File: src/rtl/i2c_slave_ctrl_rw.sv
// I2C slave controller FSM: sequences address/data bytes, ACK/NACK driving and
// rx/tx FIFO handshakes for read and write bursts bounded by MAX_BURST bytes.
module i2c_slave_ctrl_rw #(
  parameter int unsigned MAX_BURST = 16,
  parameter bit          WRITE_EN  = 1'b1,
  localparam int unsigned CNT_W    = $clog2(MAX_BURST + 1)
) (
  input  logic             clk,
  input  logic             n_rst,
  input  logic             start_found,
  input  logic             stop_found,
  input  logic             byte_received,
  input  logic             ack_prep,
  input  logic             check_ack,
  input  logic             ack_done,
  input  logic             rw_mode,
  input  logic             address_match,
  input  logic             sda_in,
  input  logic             rx_full,
  input  logic             tx_empty,
  output logic             rx_enable,
  output logic             tx_enable,
  output logic             load_data,
  output logic             read_enable,
  output logic             write_enable,
  output logic [1:0]       sda_mode,
  output logic [CNT_W-1:0] byte_count,
  output logic             busy
);

  localparam logic [CNT_W-1:0] MaxCnt = CNT_W'(MAX_BURST);

  typedef enum logic [3:0] {
    StIdle     = 4'd0,
    StAddr     = 4'd1,
    StAddrWait = 4'd2,
    StNackAddr = 4'd3,
    StPackR    = 4'd4,
    StLoad     = 4'd5,
    StTran     = 4'd6,
    StTranW    = 4'd7,
    StRdAck    = 4'd8,
    StWack     = 4'd9,
    StPackW    = 4'd10,
    StWrx      = 4'd11,
    StWrxWait  = 4'd12
  } state_e;

  state_e           state_q, state_d;
  logic [CNT_W-1:0] cnt_q, cnt_d;
  logic             ovf_q, ovf_d;
  logic             we_q, we_d;
  logic [CNT_W-1:0] cnt_inc;

  assign cnt_inc = (cnt_q == MaxCnt) ? cnt_q : cnt_q + CNT_W'(1);

  always_ff @(posedge clk) begin
    if (!n_rst) begin
      state_q <= StIdle;
      cnt_q   <= '0;
      ovf_q   <= 1'b0;
      we_q    <= 1'b0;
    end else begin
      state_q <= state_d;
      cnt_q   <= cnt_d;
      ovf_q   <= ovf_d;
      we_q    <= we_d;
    end
  end

  always_comb begin
    state_d = state_q;
    cnt_d   = cnt_q;
    ovf_d   = ovf_q;
    we_d    = 1'b0;
    case (state_q)
      StIdle:     if (start_found) state_d = StAddr;
      StAddr:     if (byte_received) state_d = StAddrWait;
      StAddrWait: begin
        if (ack_prep) begin
          if (!address_match)                          state_d = StNackAddr;
          else if (rw_mode && !tx_empty)               state_d = StPackR;
          else if (!rw_mode && WRITE_EN && !rx_full)   state_d = StPackW;
          else                                         state_d = StNackAddr;
        end
      end
      StNackAddr: if (ack_done) state_d = StIdle;
      StPackR:    if (ack_done) state_d = StLoad;
      StLoad:     state_d = StTran;
      StTran:     if (ack_prep) state_d = StTranW;
      StTranW: begin
        if (check_ack) begin
          state_d = StRdAck;
          cnt_d   = cnt_inc;
        end
      end
      StRdAck: begin
        if (!sda_in && (cnt_q < MaxCnt) && !tx_empty) state_d = StWack;
        else                                          state_d = StIdle;
      end
      StWack:     if (ack_done) state_d = StLoad;
      StPackW:    if (ack_done) state_d = StWrx;
      StWrx: begin
        if (byte_received) begin
          state_d = StWrxWait;
          we_d    = 1'b1;
          cnt_d   = cnt_inc;
          // Byte arriving with the count already at the limit is beyond the burst: NACK it.
          ovf_d   = (cnt_q == MaxCnt);
        end
      end
      StWrxWait: begin
        if (ack_prep) state_d = (!ovf_q && !rx_full) ? StPackW : StNackAddr;
      end
      default:    state_d = StIdle;
    endcase

    if (stop_found) begin
      state_d = StIdle;
      we_d    = 1'b0;
    end else if (start_found && state_q != StIdle) begin
      state_d = StAddr;
      we_d    = 1'b0;
    end

    if (state_d == StAddr && state_q != StAddr) begin
      cnt_d = '0;
      ovf_d = 1'b0;
    end
  end

  always_comb begin
    rx_enable   = 1'b0;
    tx_enable   = 1'b0;
    load_data   = 1'b0;
    read_enable = 1'b0;
    sda_mode    = 2'b00;
    case (state_q)
      StAddr, StWrx:     rx_enable = 1'b1;
      StNackAddr:        sda_mode  = 2'b10;
      StPackR, StPackW:  sda_mode  = 2'b01;
      StLoad: begin
        load_data   = 1'b1;
        read_enable = 1'b1;
        sda_mode    = 2'b11;
      end
      StTran: begin
        tx_enable = 1'b1;
        sda_mode  = 2'b11;
      end
      default: ;
    endcase
  end

  assign write_enable = we_q;
  assign byte_count   = cnt_q;
  assign busy         = (state_q != StIdle);

endmodule

File: config.mk
export PLATFORM = sky130hd
export DESIGN_NAME = i2c_slave_ctrl_rw
export DESIGN_NICKNAME = d
export VERILOG_FILES = /design/src/rtl/i2c_slave_ctrl_rw.sv
export SDC_FILE = /design/constraint.sdc
export NUM_CORES = 1
export LEC_CHECK = 0
export ABC_CLOCK_PERIOD_IN_PS = 2600
export CORE_MARGIN = 4
export CORE_UTILIZATION = 50
export DETAILED_ROUTE_END_ITERATION = 10
export GPL_ROUTABILITY_DRIVEN = 0
export PLACE_DENSITY = 0.8
export SYNTH_ARGS = -nofsm -noshare
export SYNTH_HDL_FRONTEND = slang
export SYNTH_SLANG_ARGS = --single-unit
export TNS_END_PERCENT = 100
File: constraint.sdc
create_clock -name clk -period 2.6 [get_ports clk]
set_clock_uncertainty 0.15 [all_clocks]
set_input_delay 0.39 -clock clk [delete_from_list [all_inputs] [get_ports clk]]
set_output_delay 0.39 -clock clk [all_outputs]
set_load 0.005 [all_outputs]
==> results of run 1 <==
## worst max path at each step
| stage | startpoint | end | slack [ps] | cells past startpoint |
|---|---|---|---|---|
| final | state_q[2] | rx_enable | 270 | 4 |
| after global placement | ack_prep | ovf_q | 150 | 6 |
| after detailed placement | ack_prep | byte_count[1] | 30 | 6 |
| after CTS | state_q[3] | sda_mode[0] | 30 | 3 |
| after global routing | ack_prep | byte_count[4] | 180 | 6 |
| after floorplan | byte_count[0] | byte_count[1] | 700 | 7 |
## area by class of cell
type | instances | share of cell area, %
clock buffers | 4 | 1.85
inverters | 8 | 2.11
multi-input cells | 109 | 57.1
flip-flops and latches | 11 | 15.7
well taps | 28 | 2.46
repair buffers | 31 | 20.8
## per-stage QoR
stage,utilization [%],instance area (sq um)
floorplan,-,1140
global placement,63.6,1390
detailed placement,63.6,1390
CTS,64.8,1420
finish,64.9,1420
global route,64.9,1420
## routing by layer
metal / part of all wire (%) / vias up / GRT usage [%]
met1: 47 / 549 / 28.3
li1: - / 568 / -
met2: 46 / 38 / 30.6
met3: 4.9 / 7 / 4.64
met4: 1.8 / 0 / 6.44
met5: 0 / - / 0
## critical path, stage by stage (launching register included)
cell and delay, ps:
dfxtp_2 400, buf_4 210, nand2b_1 170, nor3_1 190
clkdlybuf4s50_1 530
## kinds of logic (layout without fill, tap and decap cells)
| logic type | count (synthesis) | in the layout | share of synthesized area, % |
|---|---|---|---|
| AND/OR/NAND/NOR | 60 | 60 | 33.5 |
| AO/OA/AOI/OAI | 39 | 39 | 28.7 |
| buffers and inverters | 18 | 43 | 9.74 |
| flip-flops | 11 | 11 | 19.3 |
| XOR/XNOR | 5 | 5 | 3.83 |
| multiplexers | 3 | 3 | 2.84 |
| adder cells (fa/ha/maj) | 2 | 2 | 2.19 |
## sequential cells by signal, summed over array words and instances, names as in the netlist
register / flops
write_enable: 1
byte_count: 5
ovf_q: 1
state_q: 4
## cells in the final DEF (no fill, tap or decap), types with 3 or more instances in the layout
master,Yosys,routed
clkdlybuf4s50_1,0,25
nand2_1,16,16
o22ai_1,8,8
dfxtp_1,11,8
inv_1,7,7
buf_4,3,6
nor3_1,5,5
nor3b_1,5,5
nand2b_1,4,4
xor2_1,4,4
nand3_1,4,4
and2_1,4,4
o21ai_0,4,4
a21oi_1,3,3
nor2_1,3,3
and4b_1,3,3
clkbuf_4,0,3
dfxtp_2,0,3
## power by group through the flow
stage | registers (mW) | clock network (mW) | logic, mW
finish | 0.172 | 0.119 | 0.0725
global route | 0.173 | 0.129 | 0.0779
CTS | 0.172 | 0.123 | 0.0716
detailed placement | 0.176 | 0 | 0.0713
global placement | 0.176 | 0 | 0.0699
floorplan | 0.174 | 0 | 0.0350
## what timing repair did
item | 4_1_cts | 5_1_grt
resized for setup | 0 | 3
buffers inserted | 0 | 0
setup endpoints to repair | 0 | 4
==> metrics.txt, run 1 <==
Area Growth Syn to Fin 24.4%; WS Path Type reg -> out; Setup WS pre-CTS 30.5 ps; Reg power frac 47.3%; Num CTS Buffers 3; Ports 26; total global routing overflow 0; Yosys top cell area share 19.3%; number of synthesized flops with an enable pin 0; post-synthesis cell area 1140 sq um; Pleak 0.531 nW; Peak VDD IR 200 uV; DRT Pass-1 Iters 4; core region area 2190 sq um; final hold slack 524 ps; worst hold stages 3; TritonCTS clock tree yes; post-synthesis sequential area ratio 19.3%; Gate Count Post-Synth 138; clk_lat worst skew 280 ps; vias in the first global route 1064; cell-internal power 0.266 mW; Pwr Total 0.364 mW; clock-pin slew on the worst setup and hold paths 70 ps; Hold WC Path Type reg -> reg; Syn Area/Cell 8.29 sq um; fin cells 191; initial antenna violation count 0; worst reg2reg path depth 6; final hold violation count 0; vias 1162; count leader, synth nand2_1; H-tree depth 1; fin crit period 2330 ps; Slew Limit Fails 0; setup ws final 274 ps; drt total wl 3.05 mm; r2r startpoint state_q[2]; FILL cells 182; drt via density 6.08; Sum Neg Setup Slack 0 ps; synth cell count leaders nand2_1, dfxtp_1, o22ai_1; Setup violations, final 0; Netlist cell types 54; Root Driver clkbuf_4; Max-slew headroom 66.0%; Synth area leaders dfxtp_1, nand2_1, o22ai_1, buf_6, nand3b_4; # port buffers 25; part of the power in combinational logic 19.9%; die height 55.8 um; # Max-Cap Violations 0; wire per inst 16.0 um; Sw Pwr 0.0985 mW; Max Root-Sink Buffers 2; Post-synth ARST share 0%; startpoint types flip-flop; DRC viols 0; dpl cells 187; Site Rows 17; die width 55.8 um; placed wire-length estimate 2.28 mm; Diodes inserted 0; PD cells 256 nW/um^2; Starting DRT DRC Count 26; antenna viol nets, final 0; Syn Nets 153; Storage cell area 224 sq um; largest net degree at the start of global routing 21; Synth Register Bits 11; Sw Ratio 27.0%; CP required 2060 ps; Final period util 89.5%; CP Max Fanout 15; Critical Path End Type primary output; Final #Nets 179; part of the power in the clock network 32.8%; Clock Sink Count 11; RR Endpoint byte_count[4]; area leader, netlist dfxtp_1; Synth Flop Type dfxtp_1; Worst R2R Setup Slack 450 ps; Warnings, synthesis 0; layout cell share with drive strength beyond 1 16.0%; Hold EP byte_count[3]; Max Freq 0.430 GHz; crit path DAT 1790 ps; status complete, no violations; Hold Startpoint byte_count[3]; multi-input logic area 812 sq um; die area 3120 sq um; Initial Utilization 52.2%; RSZ-0062 raised after global routing no; Slew @ Worst Pin 508 ps; Post-CTS Hold Fix Bufs 0; first-pass GRT wire length 5.13 mm; Total GRT Usage 20.2%
No activity file was read; power rests on OpenSTA's default activity.
==> inputs of run 2 (changes only) <==
--- a/config.mk
+++ b/config.mk
@@ -6,11 +6,13 @@
 export NUM_CORES = 1
 export LEC_CHECK = 0
 export ABC_CLOCK_PERIOD_IN_PS = 2600
+export CORE_ASPECT_RATIO = 1.2
 export CORE_MARGIN = 4
 export CORE_UTILIZATION = 50
 export DETAILED_ROUTE_END_ITERATION = 10
 export GPL_ROUTABILITY_DRIVEN = 0
 export PLACE_DENSITY = 0.8
+export SLEW_MARGIN = 10
 export SYNTH_ARGS = -nofsm -noshare
 export SYNTH_HDL_FRONTEND = slang
 export SYNTH_SLANG_ARGS = --single-unit
==> run 2 against run 1 <==
Maximum frequency shrank 2.5%. Die area is essentially flat. Clock-buffer cell count is the same. Critical path type unchanged. Largest cell class unchanged.
==> metrics.txt, run 2 (synthesis gave the netlist of run 1 again) <==
Max-slew headroom 62.6%; die area 3120 sq um; Total GRT Usage 21.6%; most common cell after layout, fill and taps aside clkdlybuf4s50_1; Final period util 91.8%; Hold Startpoint byte_count[4]; fin crit period 2390 ps; largest net degree at the start of global routing 23; Pwr Total 0.362 mW; placed wire-length estimate 2.30 mm; Pleak 0.525 nW; Worst R2R Setup Slack 400 ps; max reg flops 5; grt met3 use 5.16%; final hold violation count 0; CP Max Fanout 11; worst reg2reg path depth 6; Clock Sink Count 11; # port buffers 25; crit path DAT 1850 ps; Setup Buffers After CTS 0; TritonCTS clock tree yes; Max Root-Sink Buffers 2; drt total wl 3.02 mm; critical path's largest stage delay 530 ps; Initial Utilization 54.0%; layout cell share with drive strength beyond 1 14.8%; r2r startpoint state_q[0]; GR peak layer met2; Max Freq 0.419 GHz; clk_lat worst skew 270 ps; met1 GRT Util 24.1%; PD cells 256 nW/um^2; die width 51.7 um; RR Endpoint byte_count[0]; commonest non-fill, non-tap cells in the layout clkdlybuf4s50_1, nand2_1, dfxtp_1; Sum Neg Setup Slack 0 ps; Peak VDD IR 441 uV; Site Rows 18; WS Path Type reg -> out; met2 Use GR 37.6%; final hold slack 566 ps; Area Growth Syn to Fin 23.9%; Root Driver clkbuf_4; core region area 2120 sq um; worst hold stages 3; Diodes inserted 0; Num CTS Buffers 3; Slew Limit Fails 0; status complete, no violations; wire per inst 15.8 um; drt via density 6.25; Hold WC Path Type reg -> reg; Cell Chain, Critical Path buf_4 -> nand2b_1 -> nor3_1 -> clkdlybuf4s50_1; clock-pin slew on the worst setup and hold paths 70 ps; vias 1200; Ports 26; Starting DRT DRC Count 39; initial antenna violation count 0; startpoint types flip-flop; CP max-delay cell dfxtp_1; # Max-Cap Violations 0; vias in the first global route 1208; die height 60.4 um; total global routing overflow 0; Hold EP byte_count[4]; H-tree depth 1; Final #Nets 178; DRT Pass-1 Iters 5; RSZ-0062 raised after global routing no; DRC viols 0; CP required 2060 ps; Setup violations, final 0; first-pass GRT wire length 5.15 mm; antenna viol nets, final 0; Critical Path End Type primary output; Slew @ Worst Pin 559 ps
run 2: changes by cell type in the layout (fill, tap and decap cells not counted), sizes merged:
cell / before / now
buf: 6 / 5
run 2: timing repair:
action                     CTS  global route
setup endpoints to repair    0             2
hold buffers                 0             0
gates resized for setup      0             2
run 2: critical path: cells and delay by family, from the launching register on:
kind          cells  cell delay [ps]
buf+inv           2              770
flops             1              530
simple gates      2              280
run 2: cell type report:
type	instances	area [sq um]
Multi-Input combinational cell	109	812
Fill cell	199	701
Timing Repair Buffer	30	288
Sequential cell	11	223
Tap cell	30	37.5
Inverter	8	30.0
Clock buffer	4	26.3
run 2: per-stage QoR:
step           setup WS (ps)  instance area (sq um)  util [%]  std cells
2_1_floorplan            701                   1140         -        138
3_3_place_gp             119                   1390      65.5        188
3_5_place_dp            60.0                   1390      65.5        188
4_1_cts                 43.6                   1410      66.8        192
5_1_grt                 42.8                   1420      66.9        192
6_report                 214                   1420      66.9        192
run 2: how the worst max path moves through the flow:
| stage | startpoint | end | slack, ps |
|---|---|---|---|
| 6_report | state_q[0] | rx_enable | 210 |
| 5_1_grt | state_q[0] | rx_enable | 40 |
| 4_1_cts | state_q[3] | sda_mode[0] | 40 |
| 3_5_place_dp | ack_prep | byte_count[1] | 60 |
| 3_3_place_gp | ack_prep | byte_count[3] | 120 |
| 2_1_floorplan | byte_count[0] | byte_count[1] | 700 |
run 2: where the power goes:
part           internal (mW)  switching, mW  total [mW]
clock                 0.0595         0.0590       0.119
combinational         0.0358         0.0348      0.0706
sequential             0.169        0.00367       0.173
total                  0.265         0.0974       0.362
run 2: layer usage:
metal	vias to the layer above	part of all wire (%)
met5	-	0
met4	0	4.1
met3	19	6.5
met2	59	50
met1	560	39
li1	562	-
==> inputs of run 3 (changes only) <==
--- a/config.mk
+++ b/config.mk
@@ -12,7 +12,6 @@
 export DETAILED_ROUTE_END_ITERATION = 10
 export GPL_ROUTABILITY_DRIVEN = 0
 export PLACE_DENSITY = 0.8
-export SLEW_MARGIN = 10
 export SYNTH_ARGS = -nofsm -noshare
 export SYNTH_HDL_FRONTEND = slang
 export SYNTH_SLANG_ARGS = --single-unit
==> results of run 3 <==
The final DEF is identical to that of run 2; final timing and power are the same.
